File: config.mk
export PLATFORM = sky130hd
export DESIGN_NAME = lsu_mem_master
export DESIGN_NICKNAME = d
export VERILOG_FILES = /design/src/rtl/lsu_mem_master.sv
export SDC_FILE = /design/constraint.sdc
export NUM_CORES = 1
export LEC_CHECK = 0
export CAP_MARGIN = 20
export CORE_MARGIN = 2
export CORE_UTILIZATION = 45
export DETAILED_ROUTE_END_ITERATION = 12
export PLACE_DENSITY = 0.83
export SYNTH_ARGS = -nofsm -noshare
export SYNTH_HDL_FRONTEND = slang
export SYNTH_SLANG_ARGS = --single-unit
File: constraint.sdc
create_clock -name clk -period 10.9 [get_ports clk]
set_input_delay 2.18 -clock clk [delete_from_list [all_inputs] [get_ports clk]]
set_output_delay 2.18 -clock clk [all_outputs]
set_load 0.1 [all_outputs]
File: src/rtl/lsu_mem_master.sv
// Load/store initiator between the execute stage and a word-wide data memory.
// One request at a time; sub-word stores are done as read-modify-write.
module lsu_mem_master #(
  parameter int unsigned MEM_WORDS = 1024
) (
  input  logic        clk,
  input  logic        rst,
  input  logic        req_valid,
  output logic        req_ready,
  input  logic        req_we,
  input  logic [2:0]  req_funct3,
  input  logic [31:0] req_addr,
  input  logic [31:0] req_wdata,
  output logic        resp_valid,
  output logic [31:0] resp_rdata,
  output logic        resp_fault,
  output logic        mem_WE,
  output logic [31:0] mem_A,
  output logic [31:0] mem_WD,
  input  logic [31:0] mem_RD
);

  typedef enum logic [1:0] {StIdle, StRead, StWrite, StResp} state_e;

  state_e      state_q;
  logic        we_q;
  logic [2:0]  funct3_q;
  logic [1:0]  lane_q;
  logic [15:0] wdata_q;

  logic misaligned, illegal, out_of_range, fault;

  function automatic logic [31:0] load_extend(input logic [31:0] word, input logic [2:0] funct3,
                                              input logic [1:0] lane);
    logic [7:0]  b;
    logic [15:0] h;
    logic [31:0] res;
    b = word[{lane, 3'b000} +: 8];
    h = lane[1] ? word[31:16] : word[15:0];
    case (funct3)
      3'd0:    res = {{24{b[7]}}, b};
      3'd1:    res = {{16{h[15]}}, h};
      3'd2:    res = word;
      3'd4:    res = {24'b0, b};
      3'd5:    res = {16'b0, h};
      default: res = '0;
    endcase
    return res;
  endfunction

  function automatic logic [31:0] store_merge(input logic [31:0] old, input logic [15:0] wdata,
                                              input logic [2:0] funct3, input logic [1:0] lane);
    logic [31:0] res;
    res = old;
    if (funct3 == 3'd0) begin
      res[{lane, 3'b000} +: 8] = wdata[7:0];
    end else if (lane[1]) begin
      res[31:16] = wdata;
    end else begin
      res[15:0] = wdata;
    end
    return res;
  endfunction

  always_comb begin
    misaligned = 1'b0;
    case (req_funct3)
      3'd1, 3'd5: misaligned = req_addr[0];
      3'd2:       misaligned = |req_addr[1:0];
      default:    misaligned = 1'b0;
    endcase
    illegal      = req_we ? (req_funct3 > 3'd2) : (req_funct3 == 3'd3 || req_funct3 > 3'd5);
    out_of_range = {2'b00, req_addr[31:2]} >= MEM_WORDS;
    fault        = misaligned | illegal | out_of_range;
  end

  // Combinational on state and rst so ready appears the moment reset releases.
  assign req_ready = (state_q == StIdle) && !rst;

  always_ff @(posedge clk or posedge rst) begin
    if (rst) begin
      state_q    <= StIdle;
      we_q       <= 1'b0;
      funct3_q   <= '0;
      lane_q     <= '0;
      wdata_q    <= '0;
      resp_valid <= 1'b0;
      resp_rdata <= '0;
      resp_fault <= 1'b0;
      mem_WE     <= 1'b0;
      mem_A      <= '0;
      mem_WD     <= '0;
    end else begin
      resp_valid <= 1'b0;
      case (state_q)
        StIdle: begin
          if (req_valid) begin
            we_q     <= req_we;
            funct3_q <= req_funct3;
            lane_q   <= req_addr[1:0];
            wdata_q  <= req_wdata[15:0];
            if (fault) begin
              state_q    <= StResp;
              resp_valid <= 1'b1;
              resp_fault <= 1'b1;
              resp_rdata <= '0;
            end else begin
              mem_A <= {2'b00, req_addr[31:2]};
              if (req_we && req_funct3 == 3'd2) begin
                state_q <= StWrite;
                mem_WE  <= 1'b1;
                mem_WD  <= req_wdata;
              end else begin
                state_q <= StRead;
              end
            end
          end
        end
        StRead: begin
          if (we_q) begin
            // Old word is merged straight from the read port into the write register.
            state_q <= StWrite;
            mem_WE  <= 1'b1;
            mem_WD  <= store_merge(mem_RD, wdata_q, funct3_q, lane_q);
          end else begin
            state_q    <= StResp;
            resp_valid <= 1'b1;
            resp_fault <= 1'b0;
            resp_rdata <= load_extend(mem_RD, funct3_q, lane_q);
            mem_A      <= '0;
          end
        end
        StWrite: begin
          state_q    <= StResp;
          mem_WE     <= 1'b0;
          mem_WD     <= '0;
          mem_A      <= '0;
          resp_valid <= 1'b1;
          resp_fault <= 1'b0;
          resp_rdata <= '0;
        end
        StResp: begin
          state_q <= StIdle;
        end
        default: begin
          state_q <= StIdle;
        end
      endcase
    end
  end

endmodule

## Word level (Yosys, flattened, before mapping)

Cells that the tools add are included.

| storage, ports and cells | value |
|---|---|
| input bits | 103 |
| flip-flop bits (word level) | 123 |
| output and inout port bits | 100 |
| logic and storage cells | 89 |

| operators by class | value |
|---|---|
| bitwise logic cells | 2 |
| shifts and indexed selects | 3 |
| $lt $le $gt $ge | 3 |
| reduce and logical (&&, ||, !) cells | 13 |
| multiplexer cells | 39 |
| equality and inequality tests | 17 |
| add/sub/neg operators | 1 |

Operators by type and width:

| cell | number |
|---|---|
| 2-to-1 mux 32 bit | 11 |
| case mux 32 bit (3 select lines) | 3 |
| case mux 32 bit (5 select lines) | 1 |
| 2-to-1 mux 16 bit | 3 |
| bitwise mux 32 bit | 1 |
| variable shift 8 x 7 -> 32 bit (first input constant) | 1 |
| variable part select 32 x 6 -> 8 bit | 1 |
| variable part select 8 x 7 -> 32 bit | 1 |
| >= comparator 30 x 11 -> 1 bit (second input constant) | 1 |
| 2-to-1 mux 1 bit | 12 |
| inequality test 2 bit (second input constant) | 5 |
| == test 3 x 2 -> 1 bit (second input constant) | 3 |
| == test 3 bit (second input constant) | 3 |
| case mux 1 bit (3 select lines) | 3 |
| case mux 2 bit (4 select lines) | 1 |
| AND reduction 4 bit | 2 |
| negation 5 -> 7 bit | 1 |
| == test 3 x 1 -> 1 bit (second input constant) | 2 |
| 2-to-1 mux 2 bit | 3 |
| AND reduction 5 bit | 1 |
| == test 2 bit (second input constant) | 2 |
| OR reduction 2 bit | 2 |
| > comparator 3 x 2 -> 1 bit (second input constant) | 1 |
| > comparator 3 bit (second input constant) | 1 |
| 11 further kinds | 13 |

## Depth between registers and ports, before layout

Gate-level depths: netlist of run 1.

| depth | value |
|---|---|
| depth in word-level cells | 8 |
| gate-level depth with buffers | 9 |
| mapped depth without buffers | 7 |

## Worst setup path after synthesis of run 1

OpenSTA, ideal clock, no wires.

| path | value |
|---|---|
| path kind | input port to output port |
| from | input port rst |
| to | output port req_ready |
| data arrival time | 3.431 ns |
| cell stages on the path | 1 |
| slack | 5.289 ns |
| required time | 8.720 ns |
| buffers on the path | 0 |
| cell sequence | nor2_1 |

| on the way | value |
|---|---|
| cells in the longest elaborated chain, start to end | 2 |

Ends and longest elaborated chain:

| item | line | source |
|---|---|---|
| from (decl) | 7 | `input logic rst,` |
| logical NOT 1 bit (no source line) | n/a |  |
| logical AND 1 bit | 78 | `assign req_ready = (state_q == StIdle) && !rst;` |
| to (decl) | 9 | `output logic req_ready,` |

Every way passes these cells.

## Final worst setup path of run 1

Ends and elaborated chain as after synthesis.

==> flow_results.xml, run 1 <==
<?xml version="1.0" encoding="UTF-8"?>
<metrics>
  <group name="clock_tree">
    <metric name="htree_levels" unit="">4</metric>
    <metric name="post_cts.repair.setup_buffers" unit="">0</metric>
    <metric name="cts_buffers" unit="">17</metric>
    <metric name="cts.clk_slew.worst_paths" unit="ps">50</metric>
    <metric name="tritoncts" unit="">yes</metric>
    <metric name="cts_hold_buffers_added" unit="">0</metric>
    <metric name="clockBufferDepth" unit="">2</metric>
    <metric name="ctsResizeCount" unit="">0</metric>
    <metric name="cts_num_sinks" unit="">121</metric>
    <metric name="worstSkewPairLatency" unit="ps">430</metric>
    <metric name="cts.root.buffer_cell" unit="">sky130_fd_sc_hd__clkbuf_16</metric>
  </group>
  <group name="timing">
    <metric name="finalSetupViolCount" unit="">0</metric>
    <metric name="hold_viol" unit="">0</metric>
    <metric name="finalHoldWorstSlack" unit="ps">489</metric>
    <metric name="setup_repair_after_global_routing_missed_its_margin" unit="">false</metric>
    <metric name="maximum_clock_frequency" unit="GHz">0.164</metric>
    <metric name="period_needed" unit="ps">6090</metric>
    <metric name="fin_crit_sh" unit="%">55.9</metric>
    <metric name="setup_total_negative_slack" unit="ps">0</metric>
    <metric name="max-slew-margin-rel" unit="%">29.1</metric>
    <metric name="max_slew.worst_pin.slew" unit="ps">1060</metric>
    <metric name="fin_skew" unit="ps">11.1</metric>
    <metric name="slew_violations" unit="">0</metric>
  </group>
  <group name="die">
    <metric name="die_area" unit="µm²">14600</metric>
    <metric name="placementRows" unit="">42</metric>
    <metric name="die_y" unit="µm">121</metric>
    <metric name="starting_density_of_the_core" unit="%">46.2</metric>
    <metric name="total_core_area" unit="µm²">13200</metric>
    <metric name="design.portCount" unit="">203</metric>
    <metric name="chipWidth" unit="µm">121</metric>
  </group>
  <group name="drt">
    <metric name="drtPass1Iterations" unit="">8</metric>
    <metric name="drt_iter0_drc" unit="">499</metric>
    <metric name="post_drt_wl_per_cell" unit="µm">22.2</metric>
    <metric name="viasPerCell" unit="">6.08</metric>
    <metric name="met2_layer_wire_length_in_the_routed_design" unit="µm">9810</metric>
    <metric name="number_of_drc_violations_after_detailed_routing" unit="">0</metric>
    <metric name="detailroute.via_count" unit="">5516</metric>
    <metric name="route.final.wire_length" unit="µm">20100</metric>
    <metric name="routed-wl-met3" unit="µm">1710</metric>
    <metric name="max_layer_used" unit="">met4</metric>
    <metric name="m1WireLength" unit="µm">8070</metric>
    <metric name="ant_nets" unit="">0</metric>
  </group>
  <group name="worst_setup_path">
    <metric name="crit_path_required_time" unit="ps">8720</metric>
    <metric name="worst_setup_ep_type" unit="">primary output</metric>
    <metric name="start_kind" unit="">input pin</metric>
    <metric name="regToRegSetupSlack" unit="ps">7560</metric>
    <metric name="criticalPathCategory" unit="">input pin to primary output</metric>
    <metric name="reg2reg_depth" unit="">8</metric>
    <metric name="critPathMaxFanout" unit="">2</metric>
    <metric name="cp_slowest_cell" unit="">sky130_fd_sc_hd__clkdlybuf4s50_1</metric>
    <metric name="critical_path_s_most_frequent_cell" unit="">sky130_fd_sc_hd__clkdlybuf4s50_1</metric>
    <metric name="worstPathArrival" unit="ps">3910</metric>
    <metric name="crit_path_max_incr_delay" unit="ps">1150</metric>
    <metric name="worstReg2RegStart" unit="">lane_q[1]</metric>
    <metric name="reg2reg_to" unit="">mem_WD[8]</metric>
    <metric name="crit_path_cell_trace" unit="">clkdlybuf4s50_1 &gt; nor2_1 &gt; clkdlybuf4s50_1</metric>
    <metric name="crit_path_start" unit="">rst</metric>
  </group>
  <group name="hold_path">
    <metric name="hold_path_class" unit="">register to register</metric>
    <metric name="hold_path_startpoint" unit="">resp_rdata[2]</metric>
    <metric name="whs_path_depth" unit="">1</metric>
    <metric name="min_to" unit="">resp_rdata[2]</metric>
  </group>
  <group name="synth">
    <metric name="distinct_cell_type_count_of_the_synthesized_netlist" unit="">51</metric>
    <metric name="synth-async-reset-ratio" unit="%">100</metric>
    <metric name="synth_flop_cell" unit="">sky130_fd_sc_hd__dfrtp_1</metric>
    <metric name="synth_enable_flop_cells" unit="">0</metric>
    <metric name="synth_largest_type_area_fraction" unit="%">49.4</metric>
    <metric name="proportion_of_synthesized_chip_area_in_sequential_cells" unit="%">49.4</metric>
    <metric name="avgSynthCellArea" unit="µm²">11.5</metric>
    <metric name="synthCells" unit="">531</metric>
    <metric name="syn-cell-area" unit="µm²">6120</metric>
    <metric name="ys_top_cells_by_area" unit="">sky130_fd_sc_hd__dfrtp_1 (49%), sky130_fd_sc_hd__mux2_2 (8.6%), sky130_fd_sc_hd__mux2i_1 (5.6%), sky130_fd_sc_hd__a22o_1 (5.4%), sky130_fd_sc_hd__o2bb2ai_1 (4.6%)</metric>
    <metric name="synth.yosys.warnings" unit="">0</metric>
    <metric name="synthDominantAreaCellType" unit="">sky130_fd_sc_hd__dfrtp_1</metric>
    <metric name="yosys_register_bits" unit="">121</metric>
  </group>
  <group name="layout">
    <metric name="syn_to_final_growth" unit="%">44.9</metric>
    <metric name="layout-drive-gt1-share" unit="%">12.9</metric>
    <metric name="antenna-diode-count" unit="">0</metric>
    <metric name="finish.cell_count_without_fillers" unit="">907</metric>
    <metric name="number_of_nets_at_the_end_of_the_flow" unit="">831</metric>
    <metric name="fillerInstances" unit="">966</metric>
  </group>
  <group name="global_routing">
    <metric name="groute.usage.overall" unit="%">27.4</metric>
    <metric name="first_global_vias" unit="">5614</metric>
    <metric name="number_of_antenna_violations_at_the_first_check_in_global_routing" unit="">0</metric>
    <metric name="grt_pass1_wl" unit="µm">30400</metric>
    <metric name="grt_max_degree" unit="">68</metric>
    <metric name="grt_overflow" unit="">0</metric>
  </group>
  <group name="placement">
    <metric name="dp_cells" unit="">873</metric>
    <metric name="dp_hpwl" unit="µm">14300</metric>
    <metric name="buffer_ports.inserted" unit="">200</metric>
    <metric name="gpl.final_weighted_congestion" unit="">0.936</metric>
  </group>
  <group name="job">
    <metric name="max_cap_violations" unit="">0</metric>
  </group>
  <group name="run_status">
    <metric name="status" unit="">complete, no violations</metric>
  </group>
</metrics>
==> critical path, delay by kind of cell <==
kind / cells / cell delay, ps
buffers and inverters: 2 / 1610
and+or+nand+nor: 1 / 120
==> per-stage QoR <==
step / area (µm²) / utilization, % / setup WS [ps]
floorplan: 6130 / - / 5290
finish: 8880 / 67.0 / 4810
CTS: 8860 / 66.9 / 4820
detailed placement: 8240 / 62.2 / 4820
global placement: 8240 / 62.2 / 4830
global route: 8880 / 67.0 / 4800
==> cell families after synthesis <==
logic type	synth area share [%]
adder cells (fa/ha/maj)	2.04
AND/OR/NAND/NOR	4.78
AO/OA/AOI/OAI	24.1
buffers and inverters	5.01
multiplexers	14.6
other	0.0612
flip-flops	49.4
==> cells in the mapped netlist (15+ instances only) <==
master	number
sky130_fd_sc_hd__nor2_1	18
sky130_fd_sc_hd__a222oi_1	16
sky130_fd_sc_hd__inv_1	33
sky130_fd_sc_hd__o2bb2ai_1	32
sky130_fd_sc_hd__mux2i_1	34
sky130_fd_sc_hd__a221oi_1	15
sky130_fd_sc_hd__clkbuf_1	25
sky130_fd_sc_hd__mux2_2	47
sky130_fd_sc_hd__a22o_1	38
sky130_fd_sc_hd__a21oi_1	27
sky130_fd_sc_hd__dfrtp_1	121
==> flip-flops by register name, summed over array words and instances (netlist names) <==
name,cells
mem_WD,32
resp_fault,1
state_q,2
wdata_q,16
mem_A,30
we_q,1
lane_q,2
funct3_q,3
resp_valid,1
resp_rdata,32
mem_WE,1
==> worst max-delay path by stage <==
| stage | end | slack, ps |
|---|---|---|
| 2_1_floorplan | req_ready | 5290 |
| 3_3_place_gp | req_ready | 4830 |
| 3_5_place_dp | req_ready | 4820 |
| 4_1_cts | req_ready | 4820 |
| 5_1_grt | req_ready | 4800 |
| 6_report | req_ready | 4810 |
==> area by class of cell <==
| class | count | area, µm² | share of cell area, % |
|---|---|---|---|
| clock buffer | 25 | 505 | 5.69 |
| clock inverter | 7 | 113 | 1.27 |
| inverter | 35 | 134 | 1.51 |
| multi-input combinational | 336 | 2820 | 31.7 |
| sequential | 121 | 3030 | 34.1 |
| tap | 176 | 220 | 2.48 |
| timing repair buffer | 207 | 2060 | 23.2 |
==> per-layer routing <==
layer / track usage (%) / up-vias
met5: 0 / -
met3: 7.92 / 51
met4: 10.8 / 0
li1: - / 2423
met2: 44.0 / 285
met1: 34.9 / 2757
==> cells in the final DEF (no fill, tap or decap), types with 8 or more instances in the layout <==
cell | synthesis | layout
sky130_fd_sc_hd__a21oi_1 | 27 | 27
sky130_fd_sc_hd__a221o_1 | 8 | 8
sky130_fd_sc_hd__a221oi_1 | 15 | 15
sky130_fd_sc_hd__a222oi_1 | 16 | 16
sky130_fd_sc_hd__a22o_1 | 38 | 38
sky130_fd_sc_hd__clkbuf_16 | 0 | 17
sky130_fd_sc_hd__clkdlybuf4s50_1 | 0 | 200
sky130_fd_sc_hd__dfrtp_1 | 121 | 121
sky130_fd_sc_hd__ha_1 | 10 | 10
sky130_fd_sc_hd__inv_1 | 33 | 32
sky130_fd_sc_hd__mux2_2 | 47 | 47
sky130_fd_sc_hd__mux2i_1 | 34 | 34
sky130_fd_sc_hd__nand2_1 | 10 | 10
sky130_fd_sc_hd__nor2_1 | 18 | 18
sky130_fd_sc_hd__o21ai_0 | 10 | 10
sky130_fd_sc_hd__o22ai_1 | 8 | 8
sky130_fd_sc_hd__o2bb2ai_1 | 32 | 32
Power of run 1 is left out: the tool's default activity adds up to more than one toggle a clock period on the data nets, which glitch-free logic cannot reach.
==> run 2, diff against run 1 <==
==> constraint.sdc (replaced) <==
create_clock -name clk -period 5.7 [get_ports clk]
set_input_delay 1.14 -clock clk [delete_from_list [all_inputs] [get_ports clk]]
set_output_delay 1.14 -clock clk [all_outputs]
set_load 0.1 [all_outputs]
==> flow_results.xml, run 2 (synthesis results as in run 1) <==
<?xml version="1.0" encoding="UTF-8"?>
<metrics>
  <group name="worst_setup_path">
    <metric name="crit_path_cell_trace" unit="">clkdlybuf4s50_1 &gt; nor2_1 &gt; clkdlybuf4s50_1</metric>
    <metric name="critPathMaxFanout" unit="">2</metric>
    <metric name="worst_path_dominant_cell_family" unit="">buffers and inverters</metric>
    <metric name="worst_setup_ep_type" unit="">primary output</metric>
    <metric name="worstPathArrival" unit="ps">2870</metric>
    <metric name="crit_path_required_time" unit="ps">4560</metric>
    <metric name="start_kind" unit="">input pin</metric>
    <metric name="criticalPathCategory" unit="">input pin to primary output</metric>
    <metric name="cp_slowest_cell" unit="">sky130_fd_sc_hd__clkdlybuf4s50_1</metric>
    <metric name="crit_path_start" unit="">rst</metric>
    <metric name="critical_path_s_most_frequent_cell" unit="">sky130_fd_sc_hd__clkdlybuf4s50_1</metric>
    <metric name="crit_path_max_incr_delay" unit="ps">1150</metric>
    <metric name="worstReg2RegStart" unit="">state_q[0]</metric>
    <metric name="cp_num_buf_inv" unit="">2</metric>
  </group>
  <group name="drt">
    <metric name="number_of_drc_violations_after_detailed_routing" unit="">0</metric>
    <metric name="routed-wl-met3" unit="µm">1830</metric>
    <metric name="met2_layer_wire_length_in_the_routed_design" unit="µm">9890</metric>
    <metric name="viasPerCell" unit="">6.20</metric>
    <metric name="ant_nets" unit="">0</metric>
    <metric name="drt_iter0_drc" unit="">625</metric>
    <metric name="post_drt_wl_per_cell" unit="µm">22.4</metric>
    <metric name="max_layer_used" unit="">met4</metric>
    <metric name="detailroute.via_count" unit="">5627</metric>
    <metric name="drtPass1Iterations" unit="">9</metric>
    <metric name="m1WireLength" unit="µm">7910</metric>
    <metric name="route.final.wire_length" unit="µm">20300</metric>
  </group>
  <group name="global_routing">
    <metric name="grt_pass1_wl" unit="µm">30500</metric>
    <metric name="number_of_antenna_violations_at_the_first_check_in_global_routing" unit="">0</metric>
    <metric name="grt_overflow" unit="">0</metric>
    <metric name="grt_max_degree" unit="">88</metric>
    <metric name="first_global_vias" unit="">5523</metric>
    <metric name="groute.usage.overall" unit="%">27.5</metric>
  </group>
  <group name="die">
    <metric name="die_y" unit="µm">121</metric>
    <metric name="total_core_area" unit="µm²">13200</metric>
    <metric name="die_area" unit="µm²">14600</metric>
    <metric name="design.portCount" unit="">203</metric>
    <metric name="chipWidth" unit="µm">121</metric>
    <metric name="placementRows" unit="">42</metric>
    <metric name="starting_density_of_the_core" unit="%">46.2</metric>
  </group>
  <group name="clock_tree">
    <metric name="cts.root.buffer_cell" unit="">sky130_fd_sc_hd__clkbuf_16</metric>
    <metric name="post_cts.repair.setup_buffers" unit="">0</metric>
    <metric name="tritoncts" unit="">yes</metric>
    <metric name="clockBufferDepth" unit="">2</metric>
    <metric name="worstSkewPairLatency" unit="ps">420</metric>
    <metric name="cts_buffers" unit="">17</metric>
    <metric name="cts_hold_buffers_added" unit="">0</metric>
    <metric name="ctsResizeCount" unit="">0</metric>
    <metric name="htree_levels" unit="">4</metric>
    <metric name="cts.clk_slew.worst_paths" unit="ps">50</metric>
    <metric name="cts_num_sinks" unit="">121</metric>
  </group>
  <group name="layout">
    <metric name="most_common_library_cell_in_the_layout_ignoring_fill_and_taps" unit="">sky130_fd_sc_hd__clkdlybuf4s50_1</metric>
    <metric name="layout-drive-gt1-share" unit="%">13.4</metric>
    <metric name="number_of_nets_at_the_end_of_the_flow" unit="">832</metric>
    <metric name="syn_to_final_growth" unit="%">45.0</metric>
    <metric name="layout_common_cells" unit="">sky130_fd_sc_hd__clkdlybuf4s50_1 (200), sky130_fd_sc_hd__dfrtp_1 (121), sky130_fd_sc_hd__mux2_2 (47)</metric>
    <metric name="top_regs" unit="">mem_WD (32), resp_rdata (32), mem_A (30)</metric>
    <metric name="antenna-diode-count" unit="">0</metric>
  </group>
  <group name="placement">
    <metric name="dp_hpwl" unit="µm">14400</metric>
    <metric name="gpl.final_weighted_congestion" unit="">0.924</metric>
    <metric name="pre_cts_ws" unit="ps">1710</metric>
    <metric name="buffer_ports.inserted" unit="">200</metric>
  </group>
  <group name="timing">
    <metric name="hold_viol" unit="">0</metric>
    <metric name="max-slew-margin-rel" unit="%">26.8</metric>
    <metric name="fin_crit_sh" unit="%">70.3</metric>
    <metric name="period_needed" unit="ps">4010</metric>
    <metric name="max_slew.worst_pin.slew" unit="ps">1090</metric>
    <metric name="maximum_clock_frequency" unit="GHz">0.250</metric>
    <metric name="finalSetupViolCount" unit="">0</metric>
    <metric name="setup_total_negative_slack" unit="ps">0</metric>
    <metric name="setup_repair_after_global_routing_missed_its_margin" unit="">false</metric>
    <metric name="fin_skew" unit="ps">7.26</metric>
    <metric name="post-route-worst-setup-slack" unit="ps">1690</metric>
    <metric name="slew_violations" unit="">0</metric>
  </group>
  <group name="hold_path">
    <metric name="hold_path_startpoint" unit="">resp_rdata[8]</metric>
    <metric name="hold_path_class" unit="">register to register</metric>
  </group>
  <group name="job">
    <metric name="max_cap_violations" unit="">0</metric>
  </group>
  <group name="run_status">
    <metric name="status" unit="">complete, no violations</metric>
  </group>
</metrics>
run 2: metrics by stage:
| stage | cell area (µm²) | cells | util [%] | hold WS (ps) |
|---|---|---|---|---|
| finish | 8880 | 908 | 67.1 | 487 |
| global route | 8880 | 908 | 67.1 | 502 |
| CTS | 8840 | 905 | 66.8 | 490 |
| detailed placement | 8240 | 873 | 62.2 | 473 |
| global placement | 8240 | 873 | 62.2 | 473 |
| floorplan | 6130 | 532 | - | 467 |
run 2: layout make-up:
| cell class | count | area (µm²) |
|---|---|---|
| clock buffers | 17 | 425 |
| clock inverters | 15 | 175 |
| fillers | 978 | 4360 |
| inverters | 35 | 134 |
| multi-input cells | 336 | 2820 |
| flip-flops and latches | 121 | 3030 |
| well taps | 176 | 220 |
| repair buffers | 208 | 2080 |
run 2: worst register-to-register path, stage by stage (launching register included):
cell	delay (ps)
sky130_fd_sc_hd__dfrtp_1	400
sky130_fd_sc_hd__inv_1	110
sky130_fd_sc_hd__ha_1	540
sky130_fd_sc_hd__clkinv_1	800
sky130_fd_sc_hd__a222oi_1	900
sky130_fd_sc_hd__mux2i_1	160
run 2: metal layers:
| metal | up-vias | global-route usage (%) |
|---|---|---|
| li1 | 2434 | - |
| met1 | 2785 | 35.6 |
| met2 | 345 | 44.3 |
| met3 | 63 | 6.84 |
| met4 | 0 | 11.4 |
| met5 | - | 0 |
run 2: path summary, 6_finish.rpt:
path	end	slack [ps]	cells after the start
hold / removal	resp_rdata[8]	490	1
min in group asynchronous	mem_A[6]	1030	2
hold reg to reg	resp_rdata[8]	490	1
max in group asynchronous	mem_WD[17]	3570	4
setup reg to reg	mem_WD[16]	2650	5
setup / recovery	req_ready	1690	3
Power of run 2 is left out for the same reason.
